--- src/rtl/mem_arbiter_pkg.sv ---
// Shared types and constants for the single-port memory arbiter and its requesters.
package mem_arbiter_pkg;

  localparam int MEM_AW = 5;
  localparam int MEM_DW = 16;

  localparam logic REQ_ID0 = 1'b0;
  localparam logic REQ_ID1 = 1'b1;

  typedef enum logic [1:0] {
    IDLE   = 2'd0,
    GRANT0 = 2'd1,
    GRANT1 = 2'd2
  } arb_state_e;

  function automatic arb_state_e grant_of(input logic id);
    return (id == REQ_ID1) ? GRANT1 : GRANT0;
  endfunction

endpackage

--- src/rtl/mem_rd_pipe.sv ---
// Read-return tracker: READ_LAT-deep valid/id shift register aligned with memory read latency.
module mem_rd_pipe
  import mem_arbiter_pkg::*;
#(
  parameter int READ_LAT = 1
) (
  input  logic       i_clock,
  input  logic       i_reset,
  input  logic       i_issue,
  input  logic       i_id,
  output logic [1:0] o_rvalid,
  output logic       o_pending
);

  logic [READ_LAT-1:0] r_vld;
  logic [READ_LAT-1:0] r_id;

  always_ff @(posedge i_clock) begin
    if (i_reset) begin
      r_vld <= '0;
      r_id  <= '0;
    end else begin
      r_vld[0] <= i_issue;
      r_id[0]  <= i_id;
      for (int k = 1; k < READ_LAT; k++) begin
        r_vld[k] <= r_vld[k-1];
        r_id[k]  <= r_id[k-1];
      end
    end
  end

  // Masked during reset so a return landing in the reset cycle is dropped too.
  always_comb begin
    o_rvalid          = 2'b00;
    o_rvalid[REQ_ID0] = r_vld[READ_LAT-1] & (r_id[READ_LAT-1] == REQ_ID0) & ~i_reset;
    o_rvalid[REQ_ID1] = r_vld[READ_LAT-1] & (r_id[READ_LAT-1] == REQ_ID1) & ~i_reset;
    o_pending         = |r_vld;
  end

endmodule

--- src/rtl/mem_arbiter.sv ---
// Two-requester round-robin arbiter for the single-port word memory, with burst limit and lock.
//   state  | meaning
//   IDLE   | no grant held
//   GRANT0 | requester 0 owns the memory port
//   GRANT1 | requester 1 owns the memory port
module mem_arbiter
  import mem_arbiter_pkg::*;
#(
  parameter int AW        = MEM_AW,
  parameter int DW        = MEM_DW,
  parameter int READ_LAT  = 1,
  parameter int MAX_BURST = 8
) (
  input  logic          i_clock,
  input  logic          i_reset,
  input  logic [1:0]    i_req,
  input  logic [1:0]    i_lock,
  input  logic [1:0]    i_we,
  input  logic [AW-1:0] i_addr_in0,
  input  logic [AW-1:0] i_addr_in1,
  input  logic [DW-1:0] i_wdata_in0,
  input  logic [DW-1:0] i_wdata_in1,
  output logic [1:0]    o_gnt,
  output logic [DW-1:0] o_rdata,
  output logic [1:0]    o_rvalid,
  output logic [AW-1:0] o_address,
  output logic [DW-1:0] o_data_in,
  input  logic [DW-1:0] i_data_out,
  output logic          o_read_enable,
  output logic          o_write_enable,
  output logic          o_busy
);

  localparam int BW = (MAX_BURST > 1) ? $clog2(MAX_BURST) : 1;
  localparam logic [BW-1:0] BURST_LAST = BW'(MAX_BURST - 1);

  arb_state_e    r_state;
  arb_state_e    w_state_nxt;
  logic          r_prio;
  logic [BW-1:0] r_burst;
  logic [AW-1:0] r_addr;
  logic [DW-1:0] r_din;

  logic          w_cur;
  logic          w_oth;
  logic          w_granted;
  logic          w_issue;
  logic          w_cur_we;
  logic          w_switch;
  logic [AW-1:0] w_cur_addr;
  logic [DW-1:0] w_cur_wdata;
  logic          w_rd_pending;

  always_comb begin
    w_cur       = (r_state == GRANT1);
    w_oth       = ~w_cur;
    w_granted   = (r_state != IDLE);
    w_issue     = w_granted & i_req[w_cur];
    w_cur_we    = i_we[w_cur];
    w_cur_addr  = w_cur ? i_addr_in1 : i_addr_in0;
    w_cur_wdata = w_cur ? i_wdata_in1 : i_wdata_in0;
  end

  always_comb begin
    w_state_nxt = r_state;
    case (r_state)
      IDLE: begin
        if (i_req == 2'b11)
          w_state_nxt = grant_of(r_prio);
        else if (i_req[0])
          w_state_nxt = GRANT0;
        else if (i_req[1])
          w_state_nxt = GRANT1;
      end
      GRANT0, GRANT1: begin
        // A held lock pins the grant even when the owner is momentarily not requesting.
        if (!i_lock[w_cur]) begin
          if (!i_req[w_cur])
            w_state_nxt = i_req[w_oth] ? grant_of(w_oth) : IDLE;
          else if ((r_burst == BURST_LAST) && i_req[w_oth])
            w_state_nxt = grant_of(w_oth);
        end
      end
      default: w_state_nxt = IDLE;
    endcase
  end

  assign w_switch = (w_state_nxt != r_state);

  always_ff @(posedge i_clock) begin
    if (i_reset) begin
      r_state <= IDLE;
      r_prio  <= REQ_ID0;
      r_burst <= '0;
      r_addr  <= '0;
      r_din   <= '0;
    end else begin
      r_state <= w_state_nxt;
      if (w_granted && w_switch)
        r_prio <= w_oth;
      if (w_switch || !w_granted)
        r_burst <= '0;
      else if (w_issue && (r_burst != BURST_LAST))
        r_burst <= r_burst + BW'(1);
      if (w_issue) begin
        r_addr <= w_cur_addr;
        r_din  <= w_cur_wdata;
      end
    end
  end

  mem_rd_pipe #(
    .READ_LAT (READ_LAT)
  ) u_rd_pipe (
    .i_clock   (i_clock),
    .i_reset   (i_reset),
    .i_issue   (o_read_enable),
    .i_id      (w_cur),
    .o_rvalid  (o_rvalid),
    .o_pending (w_rd_pending)
  );

  always_comb begin
    o_gnt          = {r_state == GRANT1, r_state == GRANT0};
    o_read_enable  = w_issue & ~w_cur_we;
    o_write_enable = w_issue & w_cur_we;
    o_address      = w_issue ? w_cur_addr : r_addr;
    o_data_in      = w_issue ? w_cur_wdata : r_din;
    o_rdata        = i_data_out;
    o_busy         = w_granted | w_rd_pending;
  end

endmodule

--- config.mk ---
export PLATFORM = sky130hd
export DESIGN_NAME = mem_arbiter
export DESIGN_NICKNAME = d
export VERILOG_FILES = /design/src/rtl/mem_arbiter_pkg.sv /design/src/rtl/mem_rd_pipe.sv /design/src/rtl/mem_arbiter.sv
export SDC_FILE = /design/constraint.sdc
export NUM_CORES = 1
export LEC_CHECK = 0
export ABC_AREA = 1
export BUFFER_PORTS_ARGS = -buffer_cell sky130_fd_sc_hd__buf_4
export CAP_MARGIN = 30
export CORE_MARGIN = 1.5
export CORE_UTILIZATION = 47
export CTS_CLUSTER_DIAMETER = 30
export DETAILED_ROUTE_END_ITERATION = 10
export PLACE_DENSITY = 0.85
export SLEW_MARGIN = 0
export SYNTH_ARGS = -nofsm -noshare
export SYNTH_HDL_FRONTEND = slang
export SYNTH_SLANG_ARGS = --single-unit
--- constraint.sdc ---
create_clock -name i_clock -period 3.4 [get_ports i_clock]
set_input_delay 0.68 -clock i_clock [delete_from_list [all_inputs] [get_ports i_clock]]
set_output_delay 0.68 -clock i_clock [all_outputs]
set_load 0.005 [all_outputs]
==> impl_metrics.py <==
metrics = {
    "route": {
        "viasPerCell": 4.899,
        "drtAntennaViolNets": 0,
        "dr.first_iter.drc_count": 43,
        "vias": 1739,
        "post_drt_wl_per_cell_um": 11.30,
        "totalWireLength_mm": 4.012,
        "remaining_drc_errors": 0,
        "dr.pass1.iters": 4,
    },
    "logic_synthesis": {
        "synth_most_common_cell": "inv_1",
        "async_reset_ff_frac": 0,
        "synth.ff_latch_count": 29,
        "ys.flop_type": "dfxtp_1",
        "synth_nets": 321,
        "yosys-top-cells-count": "34 x inv_1, 29 x dfxtp_1, 26 x a21oi_1, 26 x nand2_1, 22 x or2_2",
        "yosys_warnings": 0,
        "synth-edff-count": 0,
        "ys_types": 28,
        "synth_top_area_share": 0.3061,
        "yosysSeqAreaShare": 0.3061,
        "netlist_area_mm2": 0.001897,
        "yosys.area.top_type": "dfxtp_1",
        "synth_area_leaders": "dfxtp_1 31%, mux2i_1 11%, a211oi_1 8.3%",
        "syn-instance-count": 249,
        "synth.avg_cell_area_um2": 7.618,
    },
    "outcome": {
        "status": "completed",
    },
    "timing": {
        "maxSlewViolCount": 0,
        "timing.final.crit_share": 0.9021,
        "setup_tns_ns": 0,
        "layout_min_cycle_time_ns": 3.067,
        "finalHoldViolations": 0,
        "setup_violations": 0,
        "worst_slew_pin_slew_ns": 0.2893,
        "clock_skew_ns": 0.002990,
        "rsz0062_at_grt": "no",
        "clock.fmax_mhz": 326.0,
        "max_slew_margin": 0.8016,
    },
    "floorplanning": {
        "coreArea_mm2": 0.003771,
        "die_y_um": 66.53,
        "io_pins": 110,
        "placement_rows": 22,
        "initial_core_util": 0.5030,
        "dieArea_mm2": 0.004426,
        "fp.dieW_um": 66.53,
    },
    "cells_and_area": {
        "final_util": 0.6533,
        "syn2layout_area_growth_pct": 29.88,
        "fin_cells": 355,
        "n_antenna_cell": 0,
        "nets": 378,
        "drive_gt1_frac": 0.3811,
        "n_fill_cell": 345,
    },
    "placed_design": {
        "dp_cells": 347,
        "gp_congestion": 0.7938,
        "dp.final_hpwl_mm": 3.070,
        "io_buffers": 77,
    },
    "setup_path": {
        "cp_num_buf_inv": 6,
        "required_ns": 2.72,
        "crit_chain": "inv_1 > ha_2 > buf_4 > nand2_1 > nand3_1 > inv_1 > buf_12 > or2_2 > inv_1 > a21oi_1 > buf_4",
        "cp-start-kind": "flop",
        "crit_slowest_cell": "dfxtp_1",
        "cp-end-kind": "output port",
        "cpMostUsedCell": "inv_1",
        "path_max_fanout": 66,
        "worstSetupPathType": "flop to output port",
        "arrival_ns": 2.39,
        "max_stage_delay_ns": 0.35,
        "cp_top_family": "buffers and inverters",
    },
    "global_routing": {
        "grt_max_degree": 67,
        "antenna_found_initial": 0,
        "grt_pass1_wl_mm": 6.389,
        "grt_pass1_vias": 1590,
        "grt_use_total": 0.1855,
        "grt_remaining_overflow": 0,
    },
    "cts": {
        "cts_resized": 0,
        "cts_max_path_buffers": 2,
        "clock_latency_ns": 0.27,
        "h-tree-depth": 2,
        "cts_made_buffers": 5,
        "postCtsSetupBuffers": 0,
        "path_clk_slew_ns": 0.06,
        "clkSinkCount": 29,
        "cts_tree": "done",
        "ctsHoldBuffers": 0,
        "cts_root_buf": "clkbuf_8",
    },
    "power": {
        "peakVddDrop_uv": 371.2,
        "powerDensity_mw_per_mm2": 555.6,
        "p_leak_uw": 0.001215,
    },
    "job": {
        "cap_violations": 0,
    },
    "hold_path": {
        "hold_class": "flop to flop",
    },
}
[metrics by stage]
step	worst slack, ns	total power, µW	hold WS (ns)	cell area, µm²
2_1_floorplan	1.061	867.3	0.4417	1897
3_3_place_gp	0.6875	1096	0.4540	2377
3_5_place_dp	0.6315	1114	0.4637	2377
4_1_cts	0.3285	1383	0.4732	2464
5_1_grt	0.1479	1482	0.4906	2464
6_report	0.3329	1369	0.4687	2464
[final cells by class]
class | count | area [µm²] | share of cell area
clock inverters | 3 | 17.52 | 0.007110
repair buffers | 80 | 613.1 | 0.2489
clock buffers | 5 | 68.82 | 0.02793
inverters | 36 | 137.6 | 0.05587
multi-input cells | 154 | 985.9 | 0.4002
well taps | 48 | 60.06 | 0.02438
flip-flops and latches | 29 | 580.6 | 0.2357
[power breakdown]
part / internal, µW / leakage [µW] / total (µW) / switching (µW)
Clock: 141 / 0.0000439 / 267 / 126
Sequential: 401 / 0.000238 / 422 / 20.3
Combinational: 351 / 0.000934 / 680 / 329
Total: 893 / 0.00122 / 1370 / 476
[placed cells by master (no fill, tap or decap)]
cell / synthesis / final
ha_1: 6 / 5
nor2_1: 10 / 10
o21ai_0: 3 / 3
inv_2: 1 / 1
a21oi_1: 26 / 26
mux2i_1: 21 / 21
inv_4: 1 / 1
buf_4: 17 / 79
dfxtp_1: 29 / 29
o21ai_2: 1 / 1
buf_12: 0 / 1
nand4_2: 1 / 1
nand2_2: 1 / 1
nor3_1: 2 / 2
inv_1: 34 / 34
xor2_1: 1 / 1
nand2_1: 26 / 26
or2_2: 22 / 22
clkinvlp_4: 0 / 1
o21a_1: 1 / 1
nand3_1: 8 / 8
clkinv_2: 0 / 2
a211oi_1: 21 / 21
nand2_4: 1 / 1
clkbuf_8: 0 / 5
ha_2: 0 / 1
o21ai_1: 1 / 1
nand4_1: 2 / 2
[cells by family after synthesis]
kind of cell    share of synthesized area
compound gates                     0.1708
xor+xnor                         0.004618
fa+ha+maj                         0.03958
buf+inv                            0.1755
flops                              0.3061
mux                                0.1108
simple gates                       0.1926
[final timing paths]
path / from / cells past startpoint / endpoint / slack (ns)
min: r_burst[1]$_SDFFE_PP0P_ / 2 / r_burst[1]$_SDFFE_PP0P_ / 0.47
min reg2reg: r_burst[1]$_SDFFE_PP0P_ / 2 / r_burst[1]$_SDFFE_PP0P_ / 0.47
max reg2reg: r_state[0]$_SDFF_PP0_ / 10 / r_din[12]$_SDFF_PP0_ / 1.30
max: r_state[0]$_SDFF_PP0_ / 11 / o_data_in[10] / 0.33
[layer usage]
| layer | vias up | wire, µm | global-route usage | part of all wire |
|---|---|---|---|---|
| met1 | 756 | 1647 | 0.1992 | 0.41 |
| met2 | 58 | 2065 | 0.3538 | 0.51 |
| met3 | 6 | 274 | 0.04223 | 0.068 |
| met4 | 0 | 25 | 0.05867 | 0.0062 |
| met5 | - | 0 | 0 | 0 |
| li1 | 919 | - | - | - |
[worst reg2reg max path: cells and delay by family (launching register included)]
kind	cells	cell delay, ns
AO/OA/AOI/OAI	1	0.04
adder cells (fa/ha/maj)	1	0.24
buffers and inverters	5	0.75
flip-flops	1	0.35
AND/OR/NAND/NOR	3	0.60
[state kept, by name, indices dropped and copies added (netlist names)]
name                 cells
r_addr                   5
r_burst                  3
r_din                   16
r_prio                   1
r_state                  2
u_rd_pipe.o_pending      1
u_rd_pipe.r_id           1
(Power assumes the default switching activity.)
